## src/rtl/ceespu_gpu_pkg.sv

```systemverilog
// Shared GPU constants: default parameter widths and the reset-time 16-colour palette.
package ceespu_gpu_pkg;

  localparam int unsigned DEF_INDEX_W = 4;
  localparam int unsigned DEF_CH_W    = 8;
  localparam int unsigned DEF_FADE_W  = 4;

  // Packed {R,G,B} entries, index 15 in the MSBs down to index 0 in the LSBs.
  localparam logic [15:0][23:0] DEFAULT_PALETTE = {
    24'hDEEED6, 24'hDAD45E, 24'h6DC2CA, 24'hD2AA99,
    24'h6DAA2C, 24'h8595A1, 24'hD27D2C, 24'h597DCE,
    24'h757161, 24'hD04648, 24'h346524, 24'h854C30,
    24'h4E4A4E, 24'h30346D, 24'h442434, 24'h140C1C
  };

  // Narrow an 8-bit default channel to ch_w bits by dropping LSBs.
  function automatic logic [7:0] reduce_channel(input logic [7:0] v, input int unsigned ch_w);
    return v >> (8 - ch_w);
  endfunction

endpackage

```

## src/rtl/ceespu_fade_scale.sv

```systemverilog
// One colour channel of the brightness stage: registered (c*(F+1))>>FADE_W, or black when cleared.
module ceespu_fade_scale
  import ceespu_gpu_pkg::*;
#(
  parameter int unsigned CH_W   = DEF_CH_W,
  parameter int unsigned FADE_W = DEF_FADE_W
) (
  input  logic              clk,
  input  logic              rst_n,
  input  logic [CH_W-1:0]   chan,
  input  logic [FADE_W-1:0] fade,
  input  logic              clear,
  output logic [CH_W-1:0]   scaled
);

  localparam int unsigned PROD_W = CH_W + FADE_W + 1;

  logic [FADE_W:0]   gain_c;
  logic [PROD_W-1:0] prod_c;

  // (F+1) never exceeds 2**FADE_W, so the shifted product always fits in CH_W.
  assign gain_c = {1'b0, fade} + (FADE_W + 1)'(1);
  assign prod_c = PROD_W'(chan) * PROD_W'(gain_c);

  always_ff @(posedge clk or negedge rst_n) begin
    if (!rst_n) begin
      scaled <= '0;
    end else if (clear) begin
      scaled <= '0;
    end else begin
      scaled <= CH_W'(prod_c >> FADE_W);
    end
  end

endmodule

```

## src/rtl/ceespu_palette_ram.sv

```systemverilog
// CPU-programmable colour lookup table with a 2-stage pixel path (lookup, then fade/blank)
// and a 1-cycle readback port. All reads are read-first against a same-cycle write.
module ceespu_palette_ram
  import ceespu_gpu_pkg::*;
#(
  parameter int unsigned INDEX_W = DEF_INDEX_W,
  parameter int unsigned CH_W    = DEF_CH_W,
  parameter int unsigned FADE_W  = DEF_FADE_W
) (
  input  logic                I_clk,
  input  logic                I_rst_n,
  input  logic                I_pix_valid,
  input  logic [INDEX_W-1:0]  I_pix_index,
  input  logic                I_blank,
  input  logic [FADE_W-1:0]   I_fade,
  input  logic                I_wr_en,
  input  logic [INDEX_W-1:0]  I_wr_addr,
  input  logic [3*CH_W-1:0]   I_wr_data,
  input  logic                I_rd_en,
  input  logic [INDEX_W-1:0]  I_rd_addr,
  output logic [3*CH_W-1:0]   O_rd_data,
  output logic                O_rd_valid,
  output logic [CH_W-1:0]     O_red,
  output logic [CH_W-1:0]     O_green,
  output logic [CH_W-1:0]     O_blue,
  output logic                O_pix_valid
);

  localparam int unsigned DEPTH  = 1 << INDEX_W;
  localparam int unsigned DATA_W = 3 * CH_W;

  // Default entry for table slot i, wrapping the 16-entry palette over deeper tables.
  function automatic logic [DATA_W-1:0] default_entry(input int unsigned i);
    logic [23:0] e;
    e = DEFAULT_PALETTE[4'(i)];
    return {CH_W'(reduce_channel(e[23:16], CH_W)),
            CH_W'(reduce_channel(e[15:8],  CH_W)),
            CH_W'(reduce_channel(e[7:0],   CH_W))};
  endfunction

  logic [DATA_W-1:0] mem [DEPTH];

  logic [DATA_W-1:0] s1_data;
  logic              s1_blank;
  logic              s1_valid;

  always_ff @(posedge I_clk or negedge I_rst_n) begin
    if (!I_rst_n) begin
      for (int unsigned i = 0; i < DEPTH; i++) begin
        mem[INDEX_W'(i)] <= default_entry(i);
      end
    end else if (I_wr_en) begin
      mem[I_wr_addr] <= I_wr_data;
    end
  end

  // CPU readback; data holds between strobes.
  always_ff @(posedge I_clk or negedge I_rst_n) begin
    if (!I_rst_n) begin
      O_rd_data  <= '0;
      O_rd_valid <= 1'b0;
    end else begin
      O_rd_valid <= I_rd_en;
      if (I_rd_en) begin
        O_rd_data <= mem[I_rd_addr];
      end
    end
  end

  // Stage 1: table lookup; data registers update every cycle regardless of valid.
  always_ff @(posedge I_clk or negedge I_rst_n) begin
    if (!I_rst_n) begin
      s1_data  <= '0;
      s1_blank <= 1'b0;
      s1_valid <= 1'b0;
    end else begin
      s1_data  <= mem[I_pix_index];
      s1_blank <= I_blank;
      s1_valid <= I_pix_valid;
    end
  end

  // Stage 2: fade and blank per channel, fade sampled live rather than piped.
  ceespu_fade_scale #(.CH_W(CH_W), .FADE_W(FADE_W)) u_fade_red (
    .clk    (I_clk),
    .rst_n  (I_rst_n),
    .chan   (s1_data[3*CH_W-1:2*CH_W]),
    .fade   (I_fade),
    .clear  (s1_blank),
    .scaled (O_red)
  );

  ceespu_fade_scale #(.CH_W(CH_W), .FADE_W(FADE_W)) u_fade_green (
    .clk    (I_clk),
    .rst_n  (I_rst_n),
    .chan   (s1_data[2*CH_W-1:CH_W]),
    .fade   (I_fade),
    .clear  (s1_blank),
    .scaled (O_green)
  );

  ceespu_fade_scale #(.CH_W(CH_W), .FADE_W(FADE_W)) u_fade_blue (
    .clk    (I_clk),
    .rst_n  (I_rst_n),
    .chan   (s1_data[CH_W-1:0]),
    .fade   (I_fade),
    .clear  (s1_blank),
    .scaled (O_blue)
  );

  always_ff @(posedge I_clk or negedge I_rst_n) begin
    if (!I_rst_n) begin
      O_pix_valid <= 1'b0;
    end else begin
      O_pix_valid <= s1_valid;
    end
  end

endmodule

```

## config.mk

```make
export PLATFORM = sky130hd
export DESIGN_NAME = ceespu_palette_ram
export DESIGN_NICKNAME = d
export VERILOG_FILES = /design/src/rtl/ceespu_gpu_pkg.sv /design/src/rtl/ceespu_fade_scale.sv /design/src/rtl/ceespu_palette_ram.sv
export SDC_FILE = /design/constraint.sdc
export NUM_CORES = 1
export LEC_CHECK = 0
export BUFFER_PORTS_ARGS = -buffer_cell sky130_fd_sc_hd__buf_2
export CORE_MARGIN = 2
export CORE_UTILIZATION = 63
export CTS_CLUSTER_DIAMETER = 100
export DETAILED_ROUTE_END_ITERATION = 16
export PLACE_DENSITY = 0.81
export SLEW_MARGIN = 25
export SYNTH_ARGS = -nofsm -noshare
export SYNTH_HDL_FRONTEND = slang
export SYNTH_SLANG_ARGS = --single-unit
```

## constraint.sdc

```tcl
create_clock -name I_clk -period 3.8 [get_ports I_clk]
set_input_delay 0.19 -clock I_clk [delete_from_list [all_inputs] [get_ports I_clk]]
set_output_delay 0.19 -clock I_clk [all_outputs]
set_load 0.01 [all_outputs]
```

# Word level (Yosys, flattened, before mapping)
# Index checks and enable logic that the tools add are counted.
[totals]
ff_bits = 460
output_inout_bits = 50
elab_cells = 49
[classes]
addsub = 1
n_bitwise = 3
mul = 3
n_reduce_logical = 1
n_lt_le_gt_ge = 4
muxes = 12
[ops]
columns = ["operator", "n"]
rows = [
  ["bitwise mux 384 bit", 1],
  ["binary-select mux 24 bit (select 4 bit)", 2],
  ["2-to-1 mux 24 bit", 5],
  ["demux 24 bit (select 4 bit)", 1],
  ["multiplier 8 x 5 -> 12 bit", 3],
  ["2-to-1 mux 8 bit", 3],
  ["greater-or-equal comparator 5 bit (second input constant)", 3],
  ["inverter 4 -> 5 bit", 3],
  ["adder 4 x 1 -> 5 bit (second input constant)", 1],
  ["less-than comparator 5 x 1 -> 1 bit (second input constant)", 1],
  ["logical AND 1 bit", 1],
]

# Longest topological paths before layout
# Gate-level depths: netlist (run 1).
[logic_depth]
ltp_word = 6
depth_mapped = 17
mapped_depth_nobuf = 15

# By module
# A second synthesis (run 1) with hierarchy kept.
[unflattened]
cells_unflattened = 1752
area_unflattened_um2 = 26165.1
[modules_own_cells]
columns = ["mod", "cells_each", "n_inst", "area_per_inst_um2"]
rows = [
  ["ceespu_palette_ram", 1287, 1, 21788.4],
  ["ceespu_fade_scale", 155, 3, 1458.9],
]

# Worst setup path before layout (run 1)
# Ideal clock, no wire load.
[synth_path]
path_kind = "input to register"
startpoint = "input I_fade[0]"
endpoint = "register u_fade_green.scaled[7]"
arrival_ns = 4.000
t_required_ns = 3.675
stages = 17
n_path_buf = 2
slack_ns = -0.324
cell_sequence = "clkbuf_1 > nand3_1 > xnor2_1 > clkbuf_1 > nand2_1 > fa_1 > inv_1 > fa_1 > inv_1 > fa_1 > inv_1 > ha_1 > a21o_1 > a31o_2 > a41oi_1 > nand3_1 > mux2_2"
[synth_between]
elab_chain_len = 3
[synth_rtl]
columns = ["item", "line_no", "text"]
rows = [
  ["start: declaration", "ceespu_palette_ram.sv:15", "input logic [FADE_W-1:0] I_fade,"],
  ["adder 4 x 1 -> 5 bit", "ceespu_fade_scale.sv:22", "assign gain_c = {1'b0, fade} + (FADE_W + 1)'(1);"],
  ["multiplier 8 x 5 -> 12 bit", "ceespu_fade_scale.sv:23", "assign prod_c = PROD_W'(chan) * PROD_W'(gain_c);"],
  ["2-to-1 mux 8 bit", "ceespu_fade_scale.sv:28", "end else if (clear) begin"],
  ["end signal: assignment", "ceespu_fade_scale.sv:31", "scaled <= CH_W'(prod_c >> FADE_W);"],
  ["end: declaration", "ceespu_fade_scale.sv:13", "output logic [CH_W-1:0] scaled"],
]
# Every way passes these cells.
# A chain may end at the register's enable or synchronous reset.

# Final worst setup path (run 1)
[layout_path]
startpoint = "register s1_data[13]"
endpoint = "register u_fade_green.scaled[7]"
[layout_between]
elab_chain_len = 2
[layout_rtl]
columns = ["item", "line_no", "text"]
rows = [
  ["start: declaration", "ceespu_palette_ram.sv:43", "logic [DATA_W-1:0] s1_data;"],
  ["start signal: assignment", "ceespu_palette_ram.sv:77", "s1_data <= mem[I_pix_index];"],
  ["multiplier 8 x 5 -> 12 bit", "ceespu_fade_scale.sv:23", ""],
  ["2-to-1 mux 8 bit", "ceespu_fade_scale.sv:28", ""],
]
# Every way passes these cells.

==> results of run 1 <==
worst paths after layout:
| kind | end | slack [ns] |
|---|---|---|
| max in group asynchronous | mem[10]$_DFFE_PN1P_ | 2.48 |
| min reg2reg | O_pix_valid$_DFF_PN0_ | 0.35 |
| min | mem[249]$_DFFE_PN0P_ | 0.03 |
| min in group asynchronous | s1_data[18]$_DFF_PN0_ | 0.23 |
| max reg2reg | u_fade_green.scaled[7]$_DFF_PN0_ | 0.16 |
| max | u_fade_green.scaled[7]$_DFF_PN0_ | 0.16 |
stage by stage:
| stage | std cells | setup TNS (ns) | hold slack [ns] | setup WS, ns |
|---|---|---|---|---|
| after global placement | 2306 | -1.01 | 0.289 | -0.132 |
| after floorplan | 1748 | 0 | -0.106 | 0.0197 |
| after global routing | 2402 | -0.00290 | 0.0413 | -0.00290 |
| after CTS | 2401 | 0 | 0.00340 | 0.157 |
| final | 2403 | 0 | 0.0312 | 0.162 |
| after detailed placement | 2306 | -2.37 | 0.289 | -0.281 |
logic make-up after synthesis:
family	synth area share (%)
AOI/OAI and AO/OA	1.95
xor gates and xnor gates	0.977
DFF	45.1
buffers and inverters	3.70
and+or+nand+nor	4.66
adders and majority gates	6.34
muxes	37.2
state kept, by name, summed over array words and instances (netlist names):
name and count:
mem 384, O_rd_data 24, s1_data 24, u_fade_blue.scaled 8, u_fade_green.scaled 8, u_fade_red.scaled 8, O_pix_valid 1, O_rd_valid 1
s1_blank 1, s1_valid 1
worst register-to-register path, stage by stage, from the launching register on:
cell and delay (ns):
dfrtp_1 0.49, nand2_1 0.13, fa_1 0.54, inv_1 0.05, fa_1 0.47, inv_1 0.05
fa_1 0.48, inv_1 0.07, ha_4 0.21, a21o_1 0.16, a31o_2 0.24, a41oi_1 0.24
nand3_1 0.11, mux2_2 0.28
final cells by class:
| class | instances | area (um2) |
|---|---|---|
| flip-flops and latches | 460 | 11700 |
| diodes | 2 | 5.00 |
| clock inverters | 21 | 290 |
| well taps | 532 | 666 |
| clock buffers | 71 | 1390 |
| multi-input cells | 1070 | 13400 |
| inverters | 81 | 304 |
| fillers | 2577 | 11700 |
| repair buffers | 166 | 1210 |
cell usage after synthesis, drive strengths merged, types with 13 or more instances:
| library cell | n |
|---|---|
| mux2i | 48 |
| dfstp | 177 |
| xnor2 | 13 |
| nor2 | 29 |
| dfrtp | 283 |
| inv | 81 |
| mux4 | 216 |
| o221ai | 25 |
| and2 | 60 |
| clkbuf | 71 |
| nand2 | 44 |
| xor2 | 16 |
| ha | 55 |
| buf | 66 |
| mux2 | 385 |
| a21oi | 14 |
| fa | 48 |
| nand2b | 42 |
timing repair:
action                                 4_1_cts  5_1_grt
endpoints found under the hold margin       57        0
hold buffers                                 3        0
resized for setup                            0        5
setup endpoints to repair                    0        2
metal layers:
| layer | vias up | GRT usage [%] | wire (um) |
|---|---|---|---|
| met1 | 8546 | 42.1 | 25800 |
| li1 | 6653 | - | - |
| met3 | 158 | 5.40 | 4430 |
| met5 | - | 0 | 10 |
| met4 | 2 | 11.4 | 2210 |
| met2 | 569 | 50.4 | 31900 |
power by group:
part | switching, mW | total (mW) | internal, mW
clock network | 2.00 | 5.02 | 3.02
registers | 0.932 | 7.36 | 6.43
logic | 2.33 | 5.24 | 2.91
total | 5.26 | 17.6 | 12.4
==> flow_metrics.py, run 1 <==
metrics = {
    "run_status": {
        "outcome": "finished clean",
    },
    "clock_tree": {
        "cts_setup_buffers": 0,
        "cts_tree": "yes",
        "numCtsBuffers": 49,
        "clock_path_buffers": 3,
        "clock_latency_ns": 0.59,
        "cts_max_level": 2,
        "cts_root_buf": "clkbuf_16",
        "clk_pin_slew_worst_paths_ns": 0.06,
        "cts_sinks": 460,
    },
    "place": {
        "port_buffers": 95,
        "gp_congestion": 0.851,
        "hpwlAfterDp_um": 38800,
        "place_area_um2": 27300,
    },
    "global_routing": {
        "grt_max_degree": 101,
        "antenna_found_initial": 3,
        "track_usage_pct": 30.8,
        "grt_pass1_wl_um": 101000,
        "grt_pass1_vias": 17200,
        "grt_overflow": 0,
    },
    "power": {
        "p_per_area_nw_per_um2": 607,
        "power.total_mw": 17.6,
        "peakVddDrop_mv": 0.451,
        "leakage_nw": 12.4,
    },
    "floorplanning": {
        "fp-row-count": 74,
        "die_h_um": 207,
        "start_util_pct": 63.8,
        "die_x_um": 207,
        "core_um2": 40700,
        "dieArea_um2": 42900,
        "ios": 96,
    },
    "timing": {
        "setup_viol": 0,
        "fmax_mhz": 275,
        "hold_viol": 0,
        "finalCritPeriodShare_pct": 95.7,
        "fin_skew_ns": 0.00723,
        "slew_violations": 0,
        "max-slew-margin-rel_pct": 29.1,
        "worstMarginPinSlew_ns": 1.06,
        "min_period_ns": 3.64,
    },
    "synth": {
        "yosysWarnings": 0,
        "synth_ff_type": "dfrtp_1",
        "synth_edf_count": 0,
        "synthCells": 1748,
        "ys_top_cells_by_area": "dfrtp_1 27%, mux4_2 19%, dfstp_2 18%, mux2_2 10%, mux2_1 6.5%",
        "netlist.area_leader.share_pct": 27.2,
        "yosysSeqAreaShare_pct": 45.1,
        "synth_top_cell_by_area": "dfrtp_1",
        "synth_area_um2": 26000,
        "ys_ff_latch": 460,
        "avgSynthCellArea_um2": 14.9,
        "ys_async_sr_fraction_pct": 100,
        "ys_types": 44,
        "syn_nets": 1897,
    },
    "worst_setup_path": {
        "ff2ff_path_depth": 13,
        "startpoint": "s1_data[13]$_DFF_PN0_",
        "cp_top_family": "adder cells",
        "worst_path_largest_cell_delay_ns": 0.54,
        "cp_num_cells": 13,
        "crit_buf_inv": 3,
        "cp_data_arrival_time_ns": 4.11,
        "end_kind": "register",
        "crit_chain": "nand2_1 -> fa_1 -> inv_1 -> fa_1 -> inv_1 -> fa_1 -> inv_1 -> ha_4 -> a21o_1 -> a31o_2 -> a41oi_1 -> nand3_1 -> mux2_2",
        "critical_path.slowest_cell": "fa_1",
        "worstReg2RegStart": "s1_data[13]$_DFF_PN0_",
        "cp_max_fo": 3,
        "start_kind": "register",
        "critical_path_class": "register to register",
        "cp.required_ns": 4.28,
    },
    "worst_hold_path": {
        "hold_depth": 2,
        "hp-class": "input port to register",
        "min_from": "I_wr_data[9]",
    },
    "final_layout": {
        "stdcell_area_um2": 29000,
        "drive_gt1_share_pct": 47.7,
        "finish.net_count": 1977,
        "layout_commonest_cell": "dfrtp_1",
        "layout_common_cells": "281 x dfrtp_1, 235 x mux2_2, 216 x mux4_2",
        "syn_to_final_growth_pct": 11.7,
        "final_util_pct": 71.3,
    },
    "detailed_routing": {
        "antenna_left": 0,
        "viasPerCell": 6.63,
        "finalWirelength_um": 64300,
        "post-route-drc-count": 0,
        "drtIter0Drc": 1310,
        "vias": 15900,
        "firstDrtPassIters": 8,
        "routedWlPerCell_um": 26.7,
    },
    "flow_run": {
        "maxCapViolCount": 0,
    },
}
Note: power is estimated with default switching activity, not from simulation.
==> inputs of run 2 (changes only) <==
==> constraint.sdc (replaced) <==
create_clock -name I_clk -period 3.8 [get_ports I_clk]
set_input_delay 0 -clock I_clk [delete_from_list [all_inputs] [get_ports I_clk]]
set_output_delay 0 -clock I_clk [all_outputs]
set_load 0.01 [all_outputs]
==> flow_metrics.py, run 2 (synthesis gave the netlist of run 1 again) <==
metrics = {
    "place": {
        "gp_congestion": 0.860,
        "hpwlAfterDp_um": 38800,
        "place_area_um2": 27200,
        "place_ws_ns": -0.145,
        "port_buffers": 95,
        "placed_cells": 2293,
    },
    "detailed_routing": {
        "viasPerCell": 6.63,
        "antenna_left": 0,
        "drtIter0Drc": 1360,
        "firstDrtPassIters": 7,
        "vias": 16000,
        "finalWirelength_um": 65000,
        "routedWlPerCell_um": 26.9,
        "post-route-drc-count": 0,
    },
    "final_layout": {
        "reg_top3": "mem (384), O_rd_data (24), s1_data (24)",
        "largest_reg_flops": 384,
        "syn_to_final_growth_pct": 12.2,
        "final_cell_count_no_fill": 2414,
        "layout_commonest_cell": "dfrtp_1",
        "antenna_cells": 0,
        "final_util_pct": 71.6,
        "layout_common_cells": "282 x dfrtp_1, 235 x mux2_2, 216 x mux4_2",
        "finish.net_count": 1993,
        "stdcell_area_um2": 29200,
        "regMostFlops": "mem",
        "drive_gt1_share_pct": 46.8,
    },
    "timing": {
        "finalCritPeriodShare_pct": 96.0,
        "fmax_mhz": 274,
        "fin_setup_tns_ns": 0,
        "hold_viol": 0,
        "whs_ns": 0.0152,
        "setup_ws_ns": 0.151,
        "max-slew-margin-rel_pct": 26.2,
        "fin_skew_ns": 0.0253,
        "rsz0062_at_grt": "false",
        "slew_violations": 0,
        "setup_viol": 0,
        "min_period_ns": 3.65,
        "worstMarginPinSlew_ns": 1.11,
    },
    "power": {
        "clkPwrFrac_pct": 28.0,
        "switching_share_pct": 30.2,
        "power_frac_comb_pct": 29.7,
        "p_per_area_nw_per_um2": 596,
        "seqPwrFrac_pct": 42.3,
        "power.total_mw": 17.4,
        "leakage_nw": 12.4,
        "peakVddDrop_mv": 0.424,
        "p_int_mw": 12.1,
        "switchingPower_mw": 5.26,
    },
    "clock_tree": {
        "cts_root_buf": "clkbuf_16",
        "clock_path_buffers": 3,
        "clk_pin_slew_worst_paths_ns": 0.06,
        "cts_tree": "yes",
        "numCtsBuffers": 49,
        "cts_max_level": 2,
        "clock_latency_ns": 0.61,
        "cts_setup_buffers": 0,
        "cts_sinks": 460,
    },
    "global_routing": {
        "grt_max_degree": 127,
        "track_usage_pct": 31.2,
        "grt_pass1_wl_um": 102000,
        "grt_pass1_vias": 17400,
        "antenna_found_initial": 2,
        "grt_overflow": 0,
    },
    "floorplanning": {
        "dieArea_um2": 42900,
        "die_x_um": 207,
        "ios": 96,
        "core_um2": 40700,
        "start_util_pct": 63.8,
        "die_h_um": 207,
        "fp-row-count": 74,
    },
    "worst_setup_path": {
        "cp.required_ns": 4.28,
        "crit_buf_inv": 3,
        "worst_path_largest_cell_delay_ns": 0.54,
        "cp_data_arrival_time_ns": 4.13,
        "start_kind": "register",
        "worstReg2RegStart": "s1_data[13]$_DFF_PN0_",
        "cp_max_fo": 5,
        "cp_top_family": "adder cells",
        "critical_path.slowest_cell": "fa_1",
        "crit_chain": "nand2_1 -> fa_1 -> inv_1 -> fa_1 -> inv_1 -> fa_1 -> inv_1 -> ha_1 -> a21o_1 -> a31o_2 -> a41oi_1 -> nand3_1 -> mux2_2",
        "critical_path_class": "register to register",
        "rrSetupSlack_ns": 0.15,
        "startpoint": "s1_data[13]$_DFF_PN0_",
        "end_kind": "register",
    },
    "flow_run": {
        "maxCapViolCount": 0,
    },
    "worst_hold_path": {
        "hp-class": "input port to register",
        "min_from": "I_rd_addr[2]",
    },
    "run_status": {
        "outcome": "finished clean",
    },
}
==> run 2: final timing paths <==
path / to / depth (start not counted)
max: u_fade_green.scaled[7]$_DFF_PN0_ / 13
min: O_rd_data[22]$_DFFE_PN0P_ / 3
max reg2reg: u_fade_green.scaled[7]$_DFF_PN0_ / 13
min reg2reg: O_pix_valid$_DFF_PN0_ / 0
max in group asynchronous: mem[79]$_DFFE_PN1P_ / 5
min in group asynchronous: s1_valid$_DFF_PN0_ / 3
==> run 2: tightest hold or removal path, cell delays in order <==
cell	delay, ns
buf_4	0.25
mux2i_1	0.17
o221ai_1	0.13
==> run 2: what timing repair did <==
item | in CTS | in global routing
setup endpoints to repair | 0 | 3
resized for setup | 0 | 3
hold endpoints to repair | 470 | 35
hold buffers | 28 | 1
==> run 2: layer usage <==
| layer | wire, um | vias up | global-route usage (%) | share of wire [%] |
|---|---|---|---|---|
| met4 | 2190 | 0 | 11.4 | 3.4 |
| met5 | 0 | - | 0 | 0 |
| met2 | 33000 | 631 | 52.5 | 51 |
| met3 | 4640 | 139 | 5.49 | 7.1 |
| met1 | 25100 | 8561 | 41.0 | 39 |
| li1 | - | 6666 | - | - |
==> run 2: final cells by class <==
cell class | count | area (um2)
clock buffers | 66 | 1360
clock inverters | 23 | 260
fillers | 2567 | 11600
inverters | 81 | 304
multi-input cells | 1070 | 13400
flip-flops and latches | 460 | 11700
well taps | 532 | 666
repair buffers | 182 | 1430
==> run 2: power groups by stage <==
stage          sequential, mW  combinational [mW]  clock, mW
6_report                 7.35                5.17       4.87
5_1_grt                  7.51                5.69       5.13
4_1_cts                  7.32                5.16       4.93
3_5_place_dp             7.37                5.10          0
3_3_place_gp             7.25                4.87          0
2_1_floorplan            7.11                3.75          0
